File: src/rtl/match_reporter.sv
// match_reporter: tags engine match vectors with stream byte offsets and queues them plus end-of-stream records for the host.
// Ports: clk, rst (sync, active-high); sod/eod/match_valid/match from the engine array;
// rec_valid/rec_ready/rec_eos/rec_offset/rec_match host drain handshake;
// hold back-pressure, overflow and offset_wrap sticky flags.
// Build option MATCH_REPORT_COUNT_EN adds match_count, a saturating per-stream count of non-zero match vectors.
module match_reporter #(
  parameter int NUM_ENG     = 3,
  parameter int OFFSET_W    = 16,
  parameter int DEPTH       = 8,
  parameter int HOLD_MARGIN = 2
) (
  input  logic                clk,
  input  logic                rst,
  input  logic                sod,
  input  logic                eod,
  input  logic                match_valid,
  input  logic [NUM_ENG-1:0]  match,
  output logic                rec_valid,
  input  logic                rec_ready,
  output logic                rec_eos,
  output logic [OFFSET_W-1:0] rec_offset,
  output logic [NUM_ENG-1:0]  rec_match,
  output logic                hold,
  output logic                overflow,
  output logic                offset_wrap
`ifdef MATCH_REPORT_COUNT_EN
  ,
  output logic [OFFSET_W-1:0] match_count
`endif
);
  localparam int AW = $clog2(DEPTH);
  localparam int RW = 1 + OFFSET_W + NUM_ENG;
  localparam logic [AW:0] FULL = (AW+1)'(DEPTH);
  localparam logic [AW:0] MARGIN = (AW+1)'(HOLD_MARGIN);
  typedef enum logic [1:0] {IDLE, STREAM, EOS} state_t;
  state_t state, state_n;
  logic [RW-1:0] mem [DEPTH];
  logic [AW-1:0] wr_ptr, rd_ptr;
  logic [AW:0] cnt, cnt_n;
  logic [OFFSET_W-1:0] off, off_n, byte_off;
  logic [RW-1:0] wdata;
  logic take, hit, pop, space, mpush, eos_push, push, ovf_n, wrap_n, hold_n;
  assign rec_valid = cnt != '0;
  assign {rec_eos, rec_offset, rec_match} = rec_valid ? mem[rd_ptr] : '0;
  always_comb begin
    pop = rec_valid & rec_ready;
    space = (cnt != FULL) | pop;
    take = match_valid & (sod | state == STREAM);
    hit = take & (|match);
    byte_off = sod ? '0 : off;
    mpush = hit & space;
    eos_push = (state == EOS) & ~sod & space;
    push = mpush | eos_push;
    wdata = eos_push ? {1'b1, off, {NUM_ENG{1'b0}}} : {1'b0, byte_off, match};
    state_n = (state == IDLE)   ? (sod ? STREAM : IDLE) :
              (state == STREAM) ? (eod ? EOS : STREAM) :
              (sod ? STREAM : (space ? IDLE : EOS));
    off_n = take ? byte_off + 1'b1 : byte_off;
    // sod in EOS abandons the pending eos record, which counts as a drop
    ovf_n = overflow | (hit & ~space) | ((state == EOS) & sod);
    wrap_n = (offset_wrap & ~sod) | (take & (&byte_off));
    cnt_n = cnt + (AW+1)'(push) - (AW+1)'(pop);
    hold_n = (FULL - cnt_n) <= MARGIN;
  end
  always_ff @(posedge clk) begin
    if (rst) begin
      state <= IDLE;
      cnt <= '0;
      wr_ptr <= '0;
      rd_ptr <= '0;
      off <= '0;
      hold <= 1'b0;
      overflow <= 1'b0;
      offset_wrap <= 1'b0;
    end else begin
      state <= state_n;
      cnt <= cnt_n;
      wr_ptr <= wr_ptr + AW'(push);
      rd_ptr <= rd_ptr + AW'(pop);
      off <= off_n;
      hold <= hold_n;
      overflow <= ovf_n;
      offset_wrap <= wrap_n;
    end
  end
  always_ff @(posedge clk)
    if (push & ~rst) mem[wr_ptr] <= wdata;
`ifdef MATCH_REPORT_COUNT_EN
  logic [OFFSET_W-1:0] mc_base;
  assign mc_base = sod ? '0 : match_count;
  always_ff @(posedge clk)
    match_count <= rst ? '0 : (hit & ~(&mc_base)) ? mc_base + 1'b1 : mc_base;
`endif
endmodule
File: config.mk
export PLATFORM = sky130hd
export DESIGN_NAME = match_reporter
export DESIGN_NICKNAME = d
export VERILOG_FILES = /design/src/rtl/match_reporter.sv
export SDC_FILE = /design/constraint.sdc
export NUM_CORES = 1
export LEC_CHECK = 0
export BUFFER_PORTS_ARGS = -buffer_cell sky130_fd_sc_hd__buf_2
export CAP_MARGIN = 20
export CELL_PAD_IN_SITES_DETAIL_PLACEMENT = 1
export CELL_PAD_IN_SITES_GLOBAL_PLACEMENT = 1
export CORE_MARGIN = 4
export CORE_UTILIZATION = 26
export DETAILED_ROUTE_END_ITERATION = 6
export PLACE_DENSITY_LB_ADDON = 0.1
export RECOVER_POWER = 100
export SYNTH_ARGS = -nofsm -noshare
export SYNTH_HDL_FRONTEND = slang
export SYNTH_SLANG_ARGS = --single-unit
File: constraint.sdc
create_clock -name clk -period 4.02 [get_ports clk]
set_input_delay 0.201 -clock clk [delete_from_list [all_inputs] [get_ports clk]]
set_output_delay 0.201 -clock clk [all_outputs]
set_load 0.01 [all_outputs]
======== Word-level counts from Yosys, hierarchy flattened ========
Memories as Yosys holds them, arrays and structs flattened. A register that Yosys moved wholly into a read port is not among the register bits.
Cells that the tools add are included.
storage, ports and cells
  register bits ........................... 31
  bits in writable memories ............... 160
  output and inout port bits .............. 24
  memories ................................ 1
memory list
  name  depth  bits a word  read ports  clocked after Yosys merged registers in  write ports  RTL line  text
  mem   8      20           1           1                                        1            37        logic [RW-1:0] mem [DEPTH];
operators by class
  add/sub/neg operators ................... 6
  magnitude comparators ................... 1
  equality and inequality tests ........... 3
  multiplexer cells ....................... 13
  bitwise operators ....................... 20
  reduce and logical (&&, ||, !) cells .... 4
operator list
  operator                                                         number
  2-to-1 mux 20 bit                                                2
  2-to-1 mux 16 bit                                                2
  adder 16 x 1 -> 16 bit (second input constant)                   1
  AND reduction 16 bit                                             1
  bitwise AND 1 bit                                                11
  2-to-1 mux 2 bit                                                 5
  adder 3 x 1 -> 3 bit                                             2
  OR 1 bit                                                         6
  adder 4 x 1 -> 4 bit                                             1
  less-or-equal comparator 4 x 2 -> 1 bit (second input constant)  1
  inequality test 4 bit (second input constant)                    1
  nonzero test 4 bit                                               1
  subtractor 4 x 1 -> 4 bit                                        1
  subtractor 4 bit (first input constant)                          1
  2-to-1 mux 1 bit                                                 3
  2-to-1 mux 3 bit                                                 1
  NOT 1 bit                                                        3
  OR reduction 3 bit                                               1
  == test 2 x 1 -> 1 bit (second input constant)                   1
  == test 2 bit (second input constant)                            1
  logical NOT 2 bit                                                1

======== Longest topological paths before layout ========
Gate-level depths: netlist (run 1).
  word-level depth ........................ 10
  depth in mapped cells ................... 13
  mapped depth without buffers ............ 13

======== Worst setup path before layout (run 1) ========
No wires, ideal clock.
  kind .................................... reg2reg
  from .................................... register cnt[2]
  to ...................................... memory mem[7][0] in the netlist's numbering (enable)
  arrival ................................. 3192 ps
  data required time ...................... 3572 ps
  slack ................................... 380 ps
  cell stages (with the launch flop) ...... 7
  path buffers ............................ 0
  cells stage by stage .................... dfxtp_1 -> inv_1 -> ha_1 -> nand2b_1 -> and3_1 -> a211o_1 -> nor4bb_1
on the way
  cells in the longest elaborated chain, start to end .. 8
  elaborated cells on any way between the ends .. 10
  classes of those cells .................. eq/ne (1); mux (2); bitwise (6); reduce/logical (1)
RTL lines
  item                                         RTL line  text
  start: declaration                           39        logic [AW:0] cnt, cnt_n;
  start signal: assignment                     77        cnt <= cnt_n;
  nonzero test 4 bit                           43        assign rec_valid = cnt != '0;
  bitwise AND 1 bit                            46        pop = rec_valid & rec_ready;
  OR 1 bit (*)                                 47        space = (cnt != FULL) | pop;
  bitwise AND 1 bit, on equally long branches  51, 52
  OR 1 bit (*)                                 53        push = mpush | eos_push;
  bitwise AND 1 bit (*)                        87        if (push & ~rst) mem[wr_ptr] <= wdata;
  2-to-1 mux 1 bit (*)                         87
  2-to-1 mux 1 bit (not written as such) (*)   87
  end: declaration                             37
Every way passes the cells marked *; elsewhere a longest branch is shown, timed or not.

======== Final worst setup path (run 1) ========
  from .................................... register cnt[2]
  to ...................................... memory mem[5][6] in the netlist's numbering (enable)
Same word-level chain as after synthesis.

==> results of run 1 <==
## synthesized netlist by cell type (3+ instances only)
master	instances
nor3_1	3
nand4_1	4
buf_2	5
mux2_2	3
o21ai_0	4
edfxtp_1	160
and3_1	3
nand4b_1	4
nand3_1	9
inv_1	19
nor2_1	44
xnor2_1	9
nand2b_1	5
mux4_2	40
clkbuf_1	14
nor4_1	5
dfxtp_1	31
nand2_1	8
and2_1	3
nor2b_1	22
or3_1	3
a21oi_1	6
ha_1	13
mux2i_1	21
## through the flow
stage | cell area [um2] | total power (uW)
2_1_floorplan | 7900 | 3150
3_3_place_gp | 8640 | 3560
3_5_place_dp | 8640 | 3590
4_1_cts | 9240 | 5330
5_1_grt | 9090 | 5490
6_report | 9090 | 5180
## cell families (layout without fill, tap and decap cells)
logic type,after synthesis,after routing,share of synthesized area
AOI/OAI and AO/OA,24,24,0.0204
buffers and inverters,39,96,0.0193
adders and majority gates,14,14,0.0231
muxes,64,64,0.145
and+or+nand+nor,130,130,0.0934
DFF,191,191,0.687
xor gates and xnor gates,11,11,0.0122
## layer usage
layer,GRT usage,up-vias,share of wire
met4,0.0378,2,0.018
met3,0.0227,20,0.020
met5,0,-,0.00070
met1,0.155,2165,0.46
li1,-,1913,-
met2,0.198,37,0.50
## registers in the layout, indices dropped and copies added, names as in the netlist
name,flops
hold,1
mem,160
overflow,1
offset_wrap,1
wr_ptr,3
off,16
cnt,4
rd_ptr,3
state,2
## worst register-to-register path: stages (launching register included)
cell and delay, ps:
dfxtp_1 310, inv_1 70, ha_1 210, nand2b_1 150
and3_1 230, a211o_1 310, nor2_1 850, clkbuf_1 950
## area by class of cell
class	count	area, um2
well taps	390	488
multi-input cells	243	2290
inverters	19	71.3
fillers	3097	20700
repair buffers	45	211
clock inverters	14	168
flip-flops and latches	191	5430
clock buffers	18	429
## cell usage in the layout, fill, tap and decap left out, drive strengths merged, types with 4 or more instances in the layout
master and count:
nand3 9, nor2b 22, o21ai 4, nand2b 5, inv 27, a21oi 6, buf 15, or3 6
clkbuf 48, nor4 6, mux2i 21, edfxtp 160, xnor2 9, nand2 8, dfxtp 31, nor2 44
nand4b 4, mux4 40, nand4 4, ha 13
## how the worst max path moves through the flow
stage                 to  cells past startpoint
6_report       mem[5][6]                      7
5_1_grt        mem[5][6]                      7
4_1_cts             hold                     13
3_5_place_dp        hold                     13
3_3_place_gp        hold                     13
2_1_floorplan  mem[7][0]                      6
## power breakdown
group / switching (uW) / leakage [uW] / internal [uW]
Clock: 785 / 0.000292 / 942
Combinational: 643 / 0.000883 / 573
Sequential: 61.1 / 0.00170 / 2180
Total: 1490 / 0.00287 / 3690
==> results.json, run 1 <==
{
  "rsz0062_at_grt": "false",
  "die_y_um": 182,
  "ctsResizeCount": 0,
  "reg2reg_to": "mem[5][6]",
  "setup_viol": 0,
  "postCtsHoldBufs": 0,
  "gp_congestion": 0.749,
  "yosysWarnings": 0,
  "min_period_ps": 3470,
  "crit_chain": "inv_1 > ha_1 > nand2b_1 > and3_1 > a211o_1 > nor2_1 > clkbuf_1",
  "maxSlewViolCount": 53,
  "rows": 63,
  "final_core_util": 0.305,
  "synth_ff_type": "edfxtp_1",
  "die_area_um2": 33200,
  "ys_seq_area_frac": 0.687,
  "clock_latency_ps": 430,
  "initial_core_util": 0.265,
  "gr-total-overflow": 0,
  "finalWirelength_mm": 18.7,
  "min_path_cells": 3,
  "io_pins": 33,
  "core_area_um2": 29800,
  "arrival_ps": 3510,
  "crit_start": "cnt[2]",
  "grt_pass1_wl_mm": 29.0,
  "grt_antenna_before_repair": 1,
  "ys_seq_elements": 191,
  "power_density_nw_per_um2": 570,
  "p_leak_uw": 0.00287,
  "tightest_slew_ps": 1890,
  "first_iter_violations": 194,
  "avgViaCountPerCell": 4.50,
  "area_growth_pct": 15.0,
  "avgSynthCellArea_um2": 16.7,
  "synth_top_area_cell": "edfxtp_1",
  "via_count": 4137,
  "clockRootBuffer": "clkbuf_16",
  "irDropWorstVdd_uv": 229,
  "critPathTopFamily": "simple AND/OR/NAND/NOR gates",
  "crit-reg2reg-launch": "cnt[2]",
  "drc": 0,
  "max_stage_delay_ps": 950,
  "holdPathEnd": "state[1]",
  "layout.nets": 540,
  "worst-r2r-cell-count": 7,
  "async_flop_share": 0,
  "synthTopCellsByArea": "edfxtp_1 61%, mux4_2 11%, dfxtp_1 7.9%",
  "dp_hpwl_mm": 11.4,
  "setup_tns_ps": 0,
  "netlist_instances": 473,
  "crit_fanout": 14,
  "ant_nets": 0,
  "slew_headroom": -0.263,
  "finalCritPeriodShare": 0.864,
  "grt_util_all_layers": 0.118,
  "grt_max_degree": 41,
  "critPathCaptureType": "register",
  "syn-num-nets": 496,
  "cts_buffers": 17,
  "layout.cells.non_filler": 920,
  "post-synth-top-area-fraction": 0.608,
  "cts_tree": "yes",
  "maxCapViolations": 2,
  "diodes": 0,
  "drt_first_pass_iters": 4,
  "fin_skew_ps": 12.9,
  "worst_path_max_delay_cell": "clkbuf_1",
  "start_kind": "register",
  "clock_sinks": 191,
  "crit_type": "register to register",
  "synth_edf_count": 160,
  "fin_ws_ps": 548,
  "hold_viol_final": 0,
  "min-delay-start": "eod",
  "clock_path_buffers": 2,
  "hold_class": "primary input to register",
  "grt_pass1_vias": 4666,
  "cp_num_buf_inv": 2,
  "drive_gt1_frac": 0.177,
  "post_cts_buffers": 0,
  "cp.required_ps": 4050,
  "whs_ps": 74.8,
  "cts_max_level": 4,
  "violations": "max-capacitance violations, max-slew violations",
  "clk_transition_reported_paths_ps": 80,
  "status": "finished with violations",
  "post-place-cells": 888,
  "rrSetupSlack_ps": 550,
  "synth.cell_area_um2": 7900,
  "synth_cell_types": 51,
  "dieWidth_um": 182,
  "port_buffers": 32,
  "wl_per_cell_um": 20.3,
  "fmax_mhz": 288,
  "post-place-ws_ps": 627
}
Power figures use the tool's default switching activity.
==> run 2: changes to the inputs <==
--- a/config.mk
+++ b/config.mk
@@ -12,7 +12,7 @@
 export CORE_MARGIN = 4
 export CORE_UTILIZATION = 26
 export DETAILED_ROUTE_END_ITERATION = 6
-export PLACE_DENSITY_LB_ADDON = 0.1
+export PLACE_DENSITY = 0.52
 export RECOVER_POWER = 100
 export SYNTH_ARGS = -nofsm -noshare
 export SYNTH_HDL_FRONTEND = slang
==> run 2 against run 1 <==
The flow still finishes with violations (max-capacitance violations, max-slew violations). Count of clock-buffer cells in the layout unchanged. Clock power about the same. Sequential power about the same. Setup slack got worse by 34 ps. Critical endpoint is now mem[7][3]. Largest cell class unchanged.
==> results.json, run 2 (same netlist as run 1, synthesis figures left out) <==
{
  "cts_tree": "yes",
  "layout.nets": 538,
  "irDropWorstVdd_uv": 265,
  "cp.required_ps": 4070,
  "reg_top3": "mem (160), off (16), cnt (4)",
  "grt_pass1_wl_mm": 27.5,
  "fin_skew_ps": 6.53,
  "power_density_nw_per_um2": 566,
  "fmax_mhz": 285,
  "clk_transition_reported_paths_ps": 70,
  "cts_max_level": 4,
  "rows": 63,
  "via_count": 4150,
  "grt_antenna_before_repair": 1,
  "drc": 0,
  "setup_viol": 0,
  "dp_hpwl_mm": 11.1,
  "drive_gt1_frac": 0.178,
  "final_cell_mix": "160 x edfxtp_1, 44 x nor2_1, 40 x mux4_2, 30 x dfxtp_1, 29 x clkbuf_1",
  "violations": "max-capacitance violations, max-slew violations",
  "slew_headroom": -0.597,
  "gr-total-overflow": 0,
  "multi_input_area_um2": 2300,
  "die_area_um2": 33200,
  "largest_reg_flops": 160,
  "io_pins": 33,
  "first_iter_violations": 168,
  "max_stage_delay_ps": 1210,
  "initial_core_util": 0.265,
  "clock_sinks": 191,
  "diodes": 0,
  "maxSlewViolCount": 63,
  "ant_nets": 0,
  "area_growth_pct": 15.0,
  "setup_tns_ps": 0,
  "cp_num_buf_inv": 2,
  "cts_buffers": 17,
  "die_y_um": 182,
  "post_cts_buffers": 0,
  "crit_chain": "inv_1 > ha_1 > nand2b_1 > and3_1 > a211o_1 > nor4bb_1 > clkbuf_2",
  "grt_util_all_layers": 0.111,
  "core_area_um2": 29800,
  "final_core_util": 0.305,
  "tightest_slew_ps": 2390,
  "finalCritPeriodShare": 0.872,
  "grt_max_degree": 40,
  "final_common_cell": "edfxtp_1",
  "regArea_um2": 5430,
  "crit_type": "register to register",
  "hold_viol_final": 0,
  "clock_path_buffers": 2,
  "crit_fanout": 16,
  "finalWirelength_mm": 18.0,
  "start_kind": "register",
  "dieWidth_um": 182,
  "gp_congestion": 0.695,
  "hold_class": "primary input to register",
  "rsz0062_at_grt": "false",
  "min_period_ps": 3510,
  "drt_first_pass_iters": 6,
  "wl_per_cell_um": 19.6,
  "clock_latency_ps": 420,
  "p_leak_uw": 0.00286,
  "critPathCaptureType": "register",
  "grt_pass1_vias": 4459,
  "clockRootBuffer": "clkbuf_16",
  "largest_register": "mem",
  "arrival_ps": 3560,
  "critPathTopFamily": "simple AND/OR/NAND/NOR gates",
  "postCtsHoldBufs": 0,
  "worst_path_max_delay_cell": "nor4bb_1",
  "nFillCells": 3136,
  "ctsResizeCount": 0,
  "maxCapViolations": 4,
  "avgViaCountPerCell": 4.52,
  "port_buffers": 32,
  "status": "finished with violations"
}
-- run 2: final cells by class --
type | count | share of cell area
Sequential cell | 191 | 0.597
Tap cell | 390 | 0.0537
Clock buffer | 18 | 0.0472
Inverter | 19 | 0.00785
Timing Repair Buffer | 43 | 0.0207
Multi-Input combinational cell | 243 | 0.253
Clock inverter | 14 | 0.0198
-- run 2: path summary, 6_finish.rpt --
kind / cells after the start / slack [ps] / end / from
worst min-delay path: 3 / 80 / state[1] / eod
worst max register to register: 7 / 510 / mem[7][3] / cnt[2]
worst min register to register: 2 / 530 / rd_ptr[2] / rd_ptr[2]
worst max-delay path: 7 / 510 / mem[7][3] / cnt[2]
-- run 2: worst register-to-register path: stages, from the launching register on --
cell and delay (ps):
dfxtp_1 310, inv_1 60, ha_1 200, nand2b_1 150, and3_1 220, a211o_1 300
nor4bb_1 1210, clkbuf_2 680
-- run 2: power by group --
group,switching [uW],internal [uW]
Sequential,60.7,2180
Combinational,634,553
Clock,774,942
-- run 2: metal layers --
layer,vias to the layer above,track usage,wire length [um]
met3,19,0.0245,565
li1,1904,-,-
met5,-,0,13
met2,44,0.192,9220
met1,2181,0.141,7990
met4,2,0.0270,187
-- run 2: through the flow --
| stage | power (uW) | hold WS (ps) | area [um2] | worst slack, ps | instances |
|---|---|---|---|---|---|
| after global placement | 3520 | 505 | 8600 | 744 | 886 |
| after floorplan | 3150 | 356 | 7900 | 380 | 473 |
| final | 5140 | 80.0 | 9080 | 513 | 918 |
| after detailed placement | 3560 | 513 | 8600 | 613 | 886 |
| after CTS | 5280 | 61.9 | 9210 | 572 | 918 |
| after global routing | 5440 | 83.6 | 9080 | 241 | 918 |
==> run 3: changes to the inputs <==
--- a/config.mk
+++ b/config.mk
@@ -5,14 +5,17 @@
 export SDC_FILE = /design/constraint.sdc
 export NUM_CORES = 1
 export LEC_CHECK = 0
+export ABC_AREA = 1
 export BUFFER_PORTS_ARGS = -buffer_cell sky130_fd_sc_hd__buf_2
 export CAP_MARGIN = 20
 export CELL_PAD_IN_SITES_DETAIL_PLACEMENT = 1
 export CELL_PAD_IN_SITES_GLOBAL_PLACEMENT = 1
 export CORE_MARGIN = 4
 export CORE_UTILIZATION = 26
+export CTS_BUF_LIST = sky130_fd_sc_hd__clkbuf_4
+export CTS_CLUSTER_DIAMETER = 60
 export DETAILED_ROUTE_END_ITERATION = 6
-export PLACE_DENSITY = 0.52
+export PLACE_DENSITY = 0.54
 export RECOVER_POWER = 100
 export SYNTH_ARGS = -nofsm -noshare
 export SYNTH_HDL_FRONTEND = slang
==> run 3 against run 2 <==
The run still ends with max-capacitance violations, max-slew violations left. Via count grew 27%. Utilization decreased by 1.1 points. Power fell by 7.6%.
==> results.json, run 3 <==
{
  "clock_power_share": 0.234,
  "hold_class": "primary input to register",
  "ant_nets": 0,
  "io_pins": 33,
  "power_density_nw_per_um2": 529,
  "synthTopCellsByArea": "edfxtp_1 60%, nor2_1 8.6%, dfxtp_1 7.7%",
  "min_period_ps": 3270,
  "clock_path_buffers": 2,
  "post_cts_buffers": 0,
  "critPathCaptureType": "register",
  "maxCapViolations": 2,
  "maxSlewViolCount": 20,
  "cts_tree": "yes",
  "clockRootBuffer": "clkbuf_4",
  "final_cell_mix": "180 x nor2_1, 160 x edfxtp_1, 101 x o21ai_0, 50 x inv_1, 47 x nand2_1",
  "dieWidth_um": 184,
  "cp.required_ps": 4190,
  "ys_seq_elements": 191,
  "synth_top_area_cell": "edfxtp_1",
  "status": "finished with violations",
  "regArea_um2": 5430,
  "grt_util_all_layers": 0.122,
  "synth_cell_types": 37,
  "layout.nets": 789,
  "synth_common_cells": "184 x nor2_1, 160 x edfxtp_1, 96 x o21ai_0",
  "largest_reg_flops": 160,
  "hold_viol_final": 0,
  "drive_gt1_frac": 0.0950,
  "first_iter_violations": 277,
  "gr-total-overflow": 0,
  "clock_latency_ps": 570,
  "gp_congestion": 0.720,
  "core_area_um2": 30600,
  "die_area_um2": 33900,
  "synth_edf_count": 160,
  "slew_headroom": -0.00177,
  "seq_power_share": 0.472,
  "area_growth_pct": 11.3,
  "crit_type": "primary input to register",
  "setup_tns_ps": 0,
  "post-synth-top-area-fraction": 0.595,
  "finalCritPeriodShare": 0.814,
  "largest_register": "mem",
  "dp_hpwl_mm": 12.2,
  "rrSetupSlack_ps": 860,
  "share_comb_of_total_power": 0.294,
  "yosysMostFrequentCell": "nor2_1",
  "grt_pass1_wl_mm": 31.8,
  "postCtsHoldBufs": 3,
  "die_y_um": 184,
  "synth_ff_type": "edfxtp_1",
  "fin_skew_ps": 25.0,
  "violations": "max-capacitance violations, max-slew violations",
  "grt_antenna_before_repair": 1,
  "arrival_ps": 3440,
  "p_leak_uw": 0.00305,
  "placed_area_um2": 8730,
  "final_area_um2": 8980,
  "crit_fanout": 20,
  "avgViaCountPerCell": 4.49,
  "port_buffers": 32,
  "synth.cell_area_um2": 8070,
  "p_switching_uw": 1640,
  "cts_buffers": 17,
  "netlist_instances": 730,
  "via_count": 5281,
  "rsz0062_at_grt": "false",
  "multi_input_area_um2": 2270,
  "yosysWarnings": 0,
  "swShare": 0.346,
  "tightest_slew_ps": 1500,
  "drt_first_pass_iters": 4,
  "clock_sinks": 191,
  "nFillCells": 3487,
  "async_flop_share": 0,
  "drc": 0,
  "fin_ws_ps": 749,
  "clk_transition_reported_paths_ps": 150,
  "avgSynthCellArea_um2": 11.1,
  "post-place-ws_ps": 810,
  "start_kind": "primary input",
  "wl_per_cell_um": 17.0,
  "cts_max_level": 4,
  "ys_seq_area_frac": 0.672,
  "finalWirelength_mm": 19.9,
  "syn-num-nets": 753,
  "setup_viol": 0,
  "ctsResizeCount": 0,
  "grt_max_degree": 44,
  "initial_core_util": 0.264,
  "grt_pass1_vias": 5559,
  "irDropWorstVdd_uv": 225,
  "intPower_uw": 3110,
  "final_common_cell": "nor2_1",
  "rows": 64,
  "reg_top3": "mem (160), off (16), cnt (4)",
  "fmax_mhz": 306
}
-- run 3: changes by cell type after synthesis, moves of 6 or more --
cell	change
a21oi_1	+8
buf_2	+6
clkbuf_1	+9
inv_1	+30
mux4_2	-40
nand2_1	+37
nand3_1	+9
nor2_1	+140
nor2b_1	-22
o21ai_0	+92
o21ai_1	+11
o22ai_1	+20
xnor2_1	-6
-- run 3: cell families (layout without fill, tap and decap cells) --
| family | count (synthesis) | after routing | synth area share |
|---|---|---|---|
| multiplexers | 20 | 20 | 0.0248 |
| buffers and inverters | 88 | 137 | 0.0436 |
| other | 0 | 1 | 0 |
| flip-flops | 191 | 191 | 0.672 |
| adder cells (fa/ha/maj) | 14 | 14 | 0.0226 |
| AO/OA/AOI/OAI | 145 | 145 | 0.0943 |
| AND/OR/NAND/NOR | 268 | 268 | 0.138 |
| XOR/XNOR | 4 | 4 | 0.00434 |
-- run 3: layout make-up --
type / instances / area share
flip-flops and latches: 191 / 0.605
multi-input cells: 451 / 0.253
well taps: 396 / 0.0552
repair buffers: 52 / 0.0298
inverters: 53 / 0.0226
clock buffers: 21 / 0.0176
clock inverters: 11 / 0.0173
diodes: 1 / 0.000279
-- run 3: routing by layer --
layer  global-route usage  wire length [um]  part of all wire  vias to the layer above
li1                     -                 -                 -                     2597
met1                0.162              9530              0.48                     2621
met2                0.207              9700              0.49                       45
met3               0.0193               420             0.021                       18
met4               0.0364               306             0.015                        0
met5                    0                 0                 0                        -
-- run 3: through the flow --
stage               cells  hold WS, ps  utilization  total power [uW]
floorplan             730          386            -              3240
global route         1176         77.6        0.293              5100
CTS                  1175         60.7        0.296              4880
detailed placement   1140          467        0.285              3760
finish               1176         90.5        0.293              4750
global placement     1140          469        0.285              3750
-- run 3: worst max-delay path, cell delays in order --
cell           delay (ps)
dlygate4sd3_1         530
clkbuf_1              350
inv_1                 560
nand3_1               490
nor2_2                180
clkbuf_1             1100
-- run 3: power groups by stage --
stage	logic [uW]	clock network [uW]	registers, uW
final	1400	1110	2240
after global routing	1620	1230	2250
after CTS	1480	1150	2240
after detailed placement	1480	0	2290
after global placement	1460	0	2290
after floorplan	995	0	2240
-- run 3: path summary, 6_finish.rpt --
check,from,endpoint,cells after the start
hold reg to reg,offset_wrap,offset_wrap,2
setup reg to reg,state[1],mem[6][17],10
hold / removal,rec_ready,rd_ptr[0],6
setup / recovery,rst,mem[6][17],6
